`src/rtl/itof_issue_sched.sv`:
```
`default_nettype none
// ============================================================================
//  Module      : itof_issue_sched
//  Description : Round-robin issue scheduler sharing one fixed-latency
//                pipelined itof converter between N_REQ requesters. Tracks
//                requester IDs alongside the converter pipeline, buffers
//                results in an in-order show-ahead FIFO and uses credit-based
//                issue control so no converter result is ever dropped.
//                Optional macro ITOF_SCHED_PERF_EN adds perf_issued and
//                perf_stall counters.
//  Revision    : 1.0 - initial release
// ============================================================================
module itof_issue_sched #(
    parameter int NSTAGE     = 2,
    parameter int N_REQ      = 2,
    parameter int FIFO_DEPTH = 4
) (
    input  logic                                        clk,
    input  logic                                        rst,
    input  logic [N_REQ-1:0]                            req_valid,
    input  logic [32*N_REQ-1:0]                         req_x,
    output logic [N_REQ-1:0]                            req_ready,
    output logic [31:0]                                 cv_x,
    input  logic [31:0]                                 cv_y,
    output logic                                        resp_valid,
    input  logic                                        resp_ready,
    output logic [31:0]                                 resp_y,
    output logic [((N_REQ > 1) ? $clog2(N_REQ) : 1)-1:0] resp_id
`ifdef ITOF_SCHED_PERF_EN
    ,
    output logic [31:0]                                 perf_issued,
    output logic [31:0]                                 perf_stall
`endif
);

    localparam int c_IDW = (N_REQ > 1) ? $clog2(N_REQ) : 1;
    localparam int c_PW  = (FIFO_DEPTH > 1) ? $clog2(FIFO_DEPTH) : 1;
    localparam int c_CW  = $clog2(FIFO_DEPTH + NSTAGE + 2) + 1;
    localparam logic [c_IDW-1:0] c_LAST_ID  = c_IDW'(N_REQ - 1);
    localparam logic [c_PW-1:0]  c_LAST_PTR = c_PW'(FIFO_DEPTH - 1);
    localparam logic [c_CW-1:0]  c_DEPTH    = c_CW'(FIFO_DEPTH);

    // Slot 0 is the issue slot paired with cv_x; slots 1..NSTAGE follow the
    // converter's internal registers, so slot NSTAGE lines up with cv_y.
    logic [NSTAGE:0]    r_tv;
    logic [c_IDW-1:0]   r_tid [0:NSTAGE];
    logic [c_IDW-1:0]   r_ptr;

    logic [31:0]        r_mem_y  [0:FIFO_DEPTH-1];
    logic [c_IDW-1:0]   r_mem_id [0:FIFO_DEPTH-1];
    logic [c_PW-1:0]    r_wptr;
    logic [c_PW-1:0]    r_rptr;
    logic [c_CW-1:0]    r_count;

    logic [c_CW-1:0]    w_inflight;
    logic               w_credit;
    logic               w_found;
    logic [c_IDW-1:0]   w_grant;
    logic               w_accept;
    logic [31:0]        w_sel_x;
    int                 w_idx;
    logic               w_push;
    logic               w_pop;

    // Credit: count of results already committed (in flight or buffered).
    always_comb begin
        w_inflight = '0;
        for (int i = 0; i <= NSTAGE; i++) begin
            w_inflight = w_inflight + c_CW'(r_tv[i]);
        end
        w_credit = !rst && ((w_inflight + r_count) < c_DEPTH);
    end

    // Round-robin search for the first valid requester starting at r_ptr.
    always_comb begin
        w_found = 1'b0;
        w_grant = '0;
        w_idx   = 0;
        for (int k = 0; k < N_REQ; k++) begin
            w_idx = int'(r_ptr) + k;
            if (w_idx >= N_REQ) begin
                w_idx = w_idx - N_REQ;
            end
            if (!w_found && req_valid[w_idx]) begin
                w_found = 1'b1;
                w_grant = c_IDW'(w_idx);
            end
        end
    end

    // Grant decode and operand mux.
    always_comb begin
        w_accept  = w_found && w_credit;
        req_ready = '0;
        w_sel_x   = '0;
        for (int i = 0; i < N_REQ; i++) begin
            req_ready[i] = w_accept && (w_grant == c_IDW'(i));
            if (w_grant == c_IDW'(i)) begin
                w_sel_x = req_x[32*i +: 32];
            end
        end
    end

    // Issue stage: drive the converter, advance tag pipeline and RR pointer.
    always_ff @(posedge clk or posedge rst) begin
        if (rst) begin
            cv_x  <= '0;
            r_ptr <= '0;
            r_tv  <= '0;
            for (int i = 0; i <= NSTAGE; i++) begin
                r_tid[i] <= '0;
            end
        end else begin
            r_tv     <= {r_tv[NSTAGE-1:0], w_accept};
            r_tid[0] <= w_accept ? w_grant : '0;
            for (int i = 1; i <= NSTAGE; i++) begin
                r_tid[i] <= r_tid[i-1];
            end
            if (w_accept) begin
                cv_x  <= w_sel_x;
                r_ptr <= (w_grant == c_LAST_ID) ? '0 : (w_grant + c_IDW'(1));
            end
        end
    end

    assign w_push     = r_tv[NSTAGE];
    assign resp_valid = (r_count != '0);
    assign w_pop      = resp_valid && resp_ready;
    assign resp_y     = r_mem_y[r_rptr];
    assign resp_id    = r_mem_id[r_rptr];

    // Result FIFO: capture aligned results, pop on consumer handshake.
    always_ff @(posedge clk or posedge rst) begin
        if (rst) begin
            r_wptr  <= '0;
            r_rptr  <= '0;
            r_count <= '0;
            for (int i = 0; i < FIFO_DEPTH; i++) begin
                r_mem_y[i]  <= '0;
                r_mem_id[i] <= '0;
            end
        end else begin
            if (w_push) begin
                r_mem_y[r_wptr]  <= cv_y;
                r_mem_id[r_wptr] <= r_tid[NSTAGE];
                r_wptr           <= (r_wptr == c_LAST_PTR) ? '0 : (r_wptr + c_PW'(1));
            end
            if (w_pop) begin
                r_rptr <= (r_rptr == c_LAST_PTR) ? '0 : (r_rptr + c_PW'(1));
            end
            case ({w_push, w_pop})
                2'b10:   r_count <= r_count + c_CW'(1);
                2'b01:   r_count <= r_count - c_CW'(1);
                default: r_count <= r_count;
            endcase
        end
    end

    // A capture into a full FIFO without a simultaneous pop means credit failed.
    a_no_overflow: assert property (@(posedge clk) disable iff (rst)
        !(w_push && !w_pop && (r_count == c_DEPTH)));

`ifdef ITOF_SCHED_PERF_EN
    // Performance counters: accepted issues and credit-blocked cycles.
    always_ff @(posedge clk or posedge rst) begin
        if (rst) begin
            perf_issued <= '0;
            perf_stall  <= '0;
        end else begin
            if (w_accept) begin
                perf_issued <= perf_issued + 32'd1;
            end
            if ((|req_valid) && !w_credit) begin
                perf_stall <= perf_stall + 32'd1;
            end
        end
    end
`endif

endmodule
`default_nettype wire

```
`config.mk`:
```
export PLATFORM = sky130hd
export DESIGN_NAME = itof_issue_sched
export DESIGN_NICKNAME = d
export VERILOG_FILES = /design/src/rtl/itof_issue_sched.sv
export SDC_FILE = /design/constraint.sdc
export NUM_CORES = 1
export LEC_CHECK = 0
export CORE_MARGIN = 2
export CORE_UTILIZATION = 51
export CTS_CLUSTER_DIAMETER = 30
export DETAILED_ROUTE_END_ITERATION = 8
export GPL_TIMING_DRIVEN = 0
export PLACE_DENSITY_LB_ADDON = 0.2
export SLEW_MARGIN = 30
export SYNTH_ARGS = -nofsm -noshare
export SYNTH_HDL_FRONTEND = slang
export SYNTH_SLANG_ARGS = --single-unit
```
`constraint.sdc`:
```
create_clock -name clk -period 8.14 [get_ports clk]
set_input_delay 2.442 -clock clk [delete_from_list [all_inputs] [get_ports clk]]
set_output_delay 2.442 -clock clk [all_outputs]
set_load 0.01 [all_outputs]
```
==> results of run 1 <==
[sequential cells by signal, summed over array words and instances, names as in the netlist]
name and flops:
r_mem_y 128, r_ptr 1, r_count 4, r_wptr 2, cv_x 32, r_rptr 2, r_tid 3, r_tv 3
r_mem_id 4
[cells in the final DEF, fill, tap and decap left out, drive strengths merged]
| master | n |
|---|---|
| inv | 11 |
| nand2 | 10 |
| ha | 9 |
| mux2 | 198 |
| nor2 | 2 |
| clkinvlp | 5 |
| a21o | 2 |
| clkinv | 4 |
| nor3 | 4 |
| a2111oi | 1 |
| clkbuf | 23 |
| fa | 2 |
| xor2 | 1 |
| or3 | 1 |
| nand4b | 1 |
| a21oi | 2 |
| bufinv | 3 |
| mux2i | 1 |
| dfrtp | 179 |
| mux4 | 33 |
| xnor2 | 1 |
| clkdlybuf4s50 | 168 |
| nor2b | 1 |
| o21ai | 4 |
| or4 | 2 |
| o21bai | 1 |
| buf | 25 |
| nand3 | 2 |
| a31oi | 1 |
[final cells by class]
class | instances | area share (%)
clock inverters | 13 | 1.46
inverters | 10 | 0.422
multi-input cells | 279 | 31.9
well taps | 216 | 2.53
repair buffers | 169 | 16.0
plain buffers | 28 | 1.52
flip-flops and latches | 179 | 41.9
clock buffers | 19 | 4.24
[Yosys cell counts (all sizes together)]
| library cell | number | area share (%) |
|---|---|---|
| nor2 | 2 | 0.093 |
| a2111oi | 1 | 0.11 |
| a21oi | 2 | 0.26 |
| nor2b | 1 | 0.077 |
| o21bai | 1 | 0.093 |
| o21ai | 4 | 0.29 |
| dfrtp | 179 | 55 |
| nand2 | 10 | 0.46 |
| nor3 | 4 | 0.37 |
| mux2i | 1 | 0.12 |
| nand4b | 1 | 0.11 |
| or4 | 2 | 0.19 |
| xor2 | 1 | 0.11 |
| a21o | 2 | 0.19 |
| or3 | 1 | 0.077 |
| ha | 9 | 1.4 |
| clkbuf | 4 | 0.19 |
| a31oi | 1 | 0.26 |
| nand3 | 2 | 0.12 |
| mux4 | 33 | 9.2 |
| buf | 24 | 1.8 |
| fa | 2 | 0.49 |
| mux2 | 198 | 28 |
| xnor2 | 1 | 0.11 |
| inv | 10 | 0.46 |
[per-stage QoR]
stage / setup TNS [ns] / hold WS, ns
after detailed placement: 0 / 0.339
after global routing: 0 / 0.365
after floorplan: 0 / 0.331
after global placement: -211.96 / 0.339
after CTS: 0 / 0.354
final: 0 / 0.350
[metal layers]
| metal | wire [um] | global-route usage [%] | vias up |
|---|---|---|---|
| li1 | - | - | 2207 |
| met1 | 6710 | 24.5 | 2535 |
| met2 | 8900 | 37.4 | 143 |
| met3 | 1210 | 7.75 | 15 |
| met4 | 179 | 6.45 | 0 |
| met5 | 0 | 0 | - |
[power groups by stage]
stage | Clock, mW | Sequential (mW) | Combinational, mW
floorplan | 0 | 1.55 | 1.14
global placement | 0 | 1.54 | 1.86
detailed placement | 0 | 1.58 | 1.91
CTS | 0.851 | 1.57 | 1.93
global route | 0.888 | 1.63 | 2.04
finish | 0.831 | 1.57 | 1.90
[worst max-delay path by stage]
stage / slack, ns / to
detailed placement: 1.19 / req_ready[1]
floorplan: 0.84 / cv_x[0]
global placement: -1.20 / r_mem_y[110]
finish: 1.21 / req_ready[1]
CTS: 1.17 / req_ready[1]
global route: 1.07 / req_ready[1]
[worst max-delay path, cell delays in order]
cell             delay (ns)
clkdlybuf4s50_1        0.50
o21bai_1               0.25
nor3_2                 0.26
a21oi_4                0.11
buf_6                  0.18
nor2_1                 0.17
clkdlybuf4s50_1        0.59
[cells by family (layout without fill, tap and decap cells)]
logic type	after synthesis	count (layout)	share of synthesized area, %
flip-flops	179	179	55.4
adder cells (fa/ha/maj)	11	11	1.89
multiplexers	232	232	37.3
AO/OA/AOI/OAI	11	11	1.21
XOR/XNOR	2	2	0.217
AND/OR/NAND/NOR	23	23	1.50
buffers and inverters	38	239	2.47
==> impl_metrics.tcl, run 1 <==
set metrics [dict create \
    final_nets 796 \
    syn_inst 496 \
    power_frac_comb_pct 44.1 \
    hold_path_end "r_tid[1]" \
    min_path_cells 0 \
    grt_pass1_vias 5348 \
    required_ns 5.70 \
    synth.avg_cell_area_um2 16.3 \
    numPortBuffers 168 \
    pre_cts_ws_ns 1.19 \
    min-delay-start "r_tid[2]" \
    timing.fmax_mhz 144 \
    path_clk_slew_ns 0.06 \
    r2r_end "r_count[3]" \
    cts_tree "yes" \
    seqCellArea_um2 4480 \
    syn_area_um2 8090 \
    root_buffer "clkbuf_16" \
    critPathMaxFanout 10 \
    startpoint "rst" \
    boundaryPins 169 \
    ys_ff_latch 179 \
    post-route-period-util_pct 85.2 \
    via_count 4900 \
    p_leak_nw 4.47 \
    multi_input_area_um2 3410 \
    die_h_um 130 \
    grt_antenna_before_repair 0 \
    grt_max_degree 96 \
    die_area_um2 16900 \
    cts_buffer_depth 2 \
    grt_pass1_wl_um 27200 \
    cts_hold_buf 0 \
    routed_wl_um 17000 \
    dp.cells 881 \
    cts_setup_buffers 0 \
    dpl-instance-area_um2 10100 \
    grt_overflow 0 \
    post_drt_wl_per_cell_um 18.6 \
    yosysSeqAreaShare_pct 55.4 \
    slew_headroom_pct 50.8 \
    start_util_pct 51.5 \
    hold_class "register to register" \
    synth_warnings 0 \
    synth_cell_type_count 32 \
    first_pass_iters 4 \
    cts_num_sinks 179 \
    cp-end-kind "output port" \
    rr_startpoint "r_count[0]" \
    final_area_um2 10700 \
    setup-violations-final 0 \
    power.switching_mw 1.27 \
    syn2layout_area_growth_pct 32.1 \
    seq_power_share_pct 36.6 \
    hold_viol 0 \
    worst-r2r-cell-count 9 \
    rsz0062_at_grt "false" \
    finalPower_mw 4.30 \
    ff2ff_setup_slack_ns 5.30 \
    worst_pin_slew_ns 0.738 \
    cts_max_level 4 \
    place_hpwl_um 11900 \
    postRouteAntennaNets 0 \
    drtIter0Drc 130 \
    final_core_util_pct 68.0 \
    gpl.final_weighted_congestion 0.758 \
    path_class "input port to output port" \
    fillers 1076 \
    clkPwrFrac_pct 19.3 \
    switching_share_pct 29.6 \
    cp-start-kind "input port" \
    vias_per_cell 5.37 \
    drive_gt1_share_pct 41.0 \
    period_needed_ns 6.93 \
    clkLatencyLatePin_ns 0.43 \
    maxCapViolCount 0 \
    p_per_area_nw_per_um2 402 \
    syn-num-nets 608 \
    fin_skew_ns 0.00970 \
    num_rows 46 \
    drc 0 \
    cts_resized 0 \
    p_int_mw 3.03 \
    numCtsBuffers 17 \
    worst_ir_drop_vdd_mv 0.198 \
    status "finished clean" \
    antennaDiodeCount 0 \
    fp.coreArea_um2 15700 \
    fin_ws_ns 1.21 \
    slew_viol_final 0 \
    cp.arrival_ns 4.49 \
    fin_cells 913 \
    track_usage_pct 21.3 \
    die_width_um 130 \
]
Note: power is estimated with default switching activity, not from simulation.
==> run 2, diff against run 1 <==
--- a/config.mk
+++ b/config.mk
@@ -11,7 +11,7 @@
 export DETAILED_ROUTE_END_ITERATION = 8
 export GPL_TIMING_DRIVEN = 0
 export PLACE_DENSITY_LB_ADDON = 0.2
-export SLEW_MARGIN = 30
+export SLEW_MARGIN = 10
 export SYNTH_ARGS = -nofsm -noshare
 export SYNTH_HDL_FRONTEND = slang
 export SYNTH_SLANG_ARGS = --single-unit
==> run 2 against run 1 <==
Compared with the run above: die area unchanged; critical path depth unchanged; clock power is 9.1% lower; clock-buffer cell count is 9 higher; design area fell by 0.62%; cell count fell by 0.22%; largest cell class unchanged; highest routed layer unchanged; flip-flop and latch count unchanged; register-to-register slack improved by 0.06 ns.
==> impl_metrics.tcl, run 2 (synthesized netlist as in run 1, its figures left out) <==
set metrics [dict create \
    status "finished clean" \
    numCtsBuffers 17 \
    period_needed_ns 6.95 \
    rr_startpoint "r_count[0]" \
    critPathMaxFanout 10 \
    grt_max_degree 115 \
    seqCellArea_um2 4480 \
    fin_skew_ns 0.00533 \
    cts_setup_buffers 0 \
    cp-start-kind "input port" \
    final_common_cell "mux2_2" \
    cp_num_cells 7 \
    critPathSlowestCell "clkdlybuf4s50_1" \
    cts_hold_buf 0 \
    slew_viol_final 0 \
    drc 0 \
    path_clk_slew_ns 0.06 \
    cts_resized 0 \
    final_nets 796 \
    switching_share_pct 29.6 \
    place_hpwl_um 12000 \
    reg_top3 "r_mem_y: 128 flops, cv_x: 32 flops" \
    via_count 4889 \
    die_area_um2 16900 \
    holdWs_ns 0.350 \
    slew_headroom_pct 52.5 \
    min-delay-start "r_tid[2]" \
    power_frac_comb_pct 44.9 \
    first_pass_iters 4 \
    path_cells "clkdlybuf4s50_1 -> o21bai_1 -> nor3_2 -> a21oi_4 -> buf_6 -> nor2_1 -> clkdlybuf4s50_1" \
    antennaDiodeCount 0 \
    path_buf_inv 3 \
    gpl.final_weighted_congestion 0.758 \
    post_drt_wl_per_cell_um 18.6 \
    critical-path-top-delay-family "buffers and inverters" \
    drtIter0Drc 172 \
    r2r_end "r_count[3]" \
    track_usage_pct 21.5 \
    cp.arrival_ns 4.51 \
    routed_wl_um 17000 \
    multi_input_area_um2 3410 \
    grt_antenna_before_repair 0 \
    finalPower_mw 4.21 \
    cts_num_sinks 179 \
    grt_pass1_wl_um 27600 \
    num_rows 46 \
    largest_reg_flops 128 \
    drive_gt1_share_pct 40.1 \
    cp-end-kind "output port" \
    top_register "r_mem_y" \
    post-route-period-util_pct 85.4 \
    cts_max_level 4 \
    hold_class "register to register" \
    rsz0062_at_grt "false" \
    required_ns 5.70 \
    setup-violations-final 0 \
    hold_viol 0 \
    cts_buffer_depth 2 \
    worst_ir_drop_vdd_mv 0.195 \
    p_per_area_nw_per_um2 397 \
    worst_pin_slew_ns 0.713 \
    die_h_um 130 \
    postRouteAntennaNets 0 \
    numPortBuffers 168 \
    path_class "input port to output port" \
    path_common_cell "clkdlybuf4s50_1" \
    maxCapViolCount 0 \
    worst-r2r-cell-count 9 \
    hold_path_end "r_tid[1]" \
    p_leak_nw 4.45 \
    clkPwrFrac_pct 17.9 \
    fillers 1091 \
    clkLatencyLatePin_ns 0.42 \
    final_cell_mix "180 x mux2_2, 179 x dfrtp_1, 168 x clkdlybuf4s50_1" \
    boundaryPins 169 \
    start_util_pct 51.5 \
    cts_tree "yes" \
    min_path_cells 0 \
    seq_power_share_pct 37.2 \
    p_int_mw 2.96 \
    grt_overflow 0 \
    vias_per_cell 5.37 \
    ff2ff_setup_slack_ns 5.36 \
    grt_pass1_vias 5426 \
    timing.fmax_mhz 144 \
    tns_ns 0 \
    root_buffer "clkbuf_16" \
    cpPeakStageDelay_ns 0.59 \
    syn2layout_area_growth_pct 31.3 \
    fp.coreArea_um2 15700 \
    power.switching_mw 1.25 \
    die_width_um 130 \
]
-- run 2: cell types whose count changed in the layout (fill, tap and decap cells not counted) --
cell        previous run  this run
clkinv_2               4         0
clkbuf_1               4         9
clkinvlp_4             5         1
clkbuf_8               2         6
bufinv_16              3         0
-- run 2: worst max-delay path by stage --
stage                     from      endpoint  slack (ns)
after floorplan            rst       cv_x[0]        0.84
after global placement     rst  r_mem_y[110]       -1.20
after detailed placement   rst  req_ready[1]        1.17
after CTS                  rst  req_ready[1]        1.15
after global routing       rst  req_ready[1]        1.04
final                      rst  req_ready[1]        1.19
-- run 2: metrics by stage --
step | instances | worst slack (ns) | utilization, % | area, um2
after floorplan | 496 | 0.839 | - | 8090
after global placement | 880 | -1.20 | 63.9 | 10000
after detailed placement | 881 | 1.17 | 64.1 | 10100
after CTS | 911 | 1.15 | 67.6 | 10600
after global routing | 911 | 1.04 | 67.6 | 10600
final | 911 | 1.19 | 67.6 | 10600
-- run 2: final cells by class --
class	instances	area share (%)
Sequential cell	179	42.2
Multi-Input combinational cell	279	32.1
Timing Repair Buffer	169	16.1
Clock buffer	28	4.96
Tap cell	216	2.55
Buffer	28	1.53
Inverter	10	0.424
Clock inverter	2	0.153
-- run 2: power by group through the flow --
stage               registers [mW]  clock network [mW]  logic (mW)
floorplan                     1.55                   0        1.14
global placement              1.54                   0        1.86
detailed placement            1.58                   0        1.91
CTS                           1.57               0.773        1.92
global route                  1.63               0.809        2.03
finish                        1.57               0.755        1.89
-- run 2: per-layer routing --
| metal | routed length [um] | GRT usage, % | vias up |
|---|---|---|---|
| met3 | 1180 | 6.93 | 24 |
| li1 | - | - | 2196 |
| met5 | 0 | 0 | - |
| met2 | 8650 | 36.6 | 152 |
| met4 | 306 | 7.78 | 0 |
| met1 | 6850 | 25.9 | 2517 |
-- run 2: worst register-to-register path, cell delays in order, from the launching register on --
cell and delay, ns:
dfrtp_1 0.43, or4_1 0.58, nand2_1 0.20, inv_1 0.07
ha_1 0.24, ha_1 0.29, a21o_1 0.20, a2111oi_0 0.42
nand4b_1 0.17, nand3_1 0.07
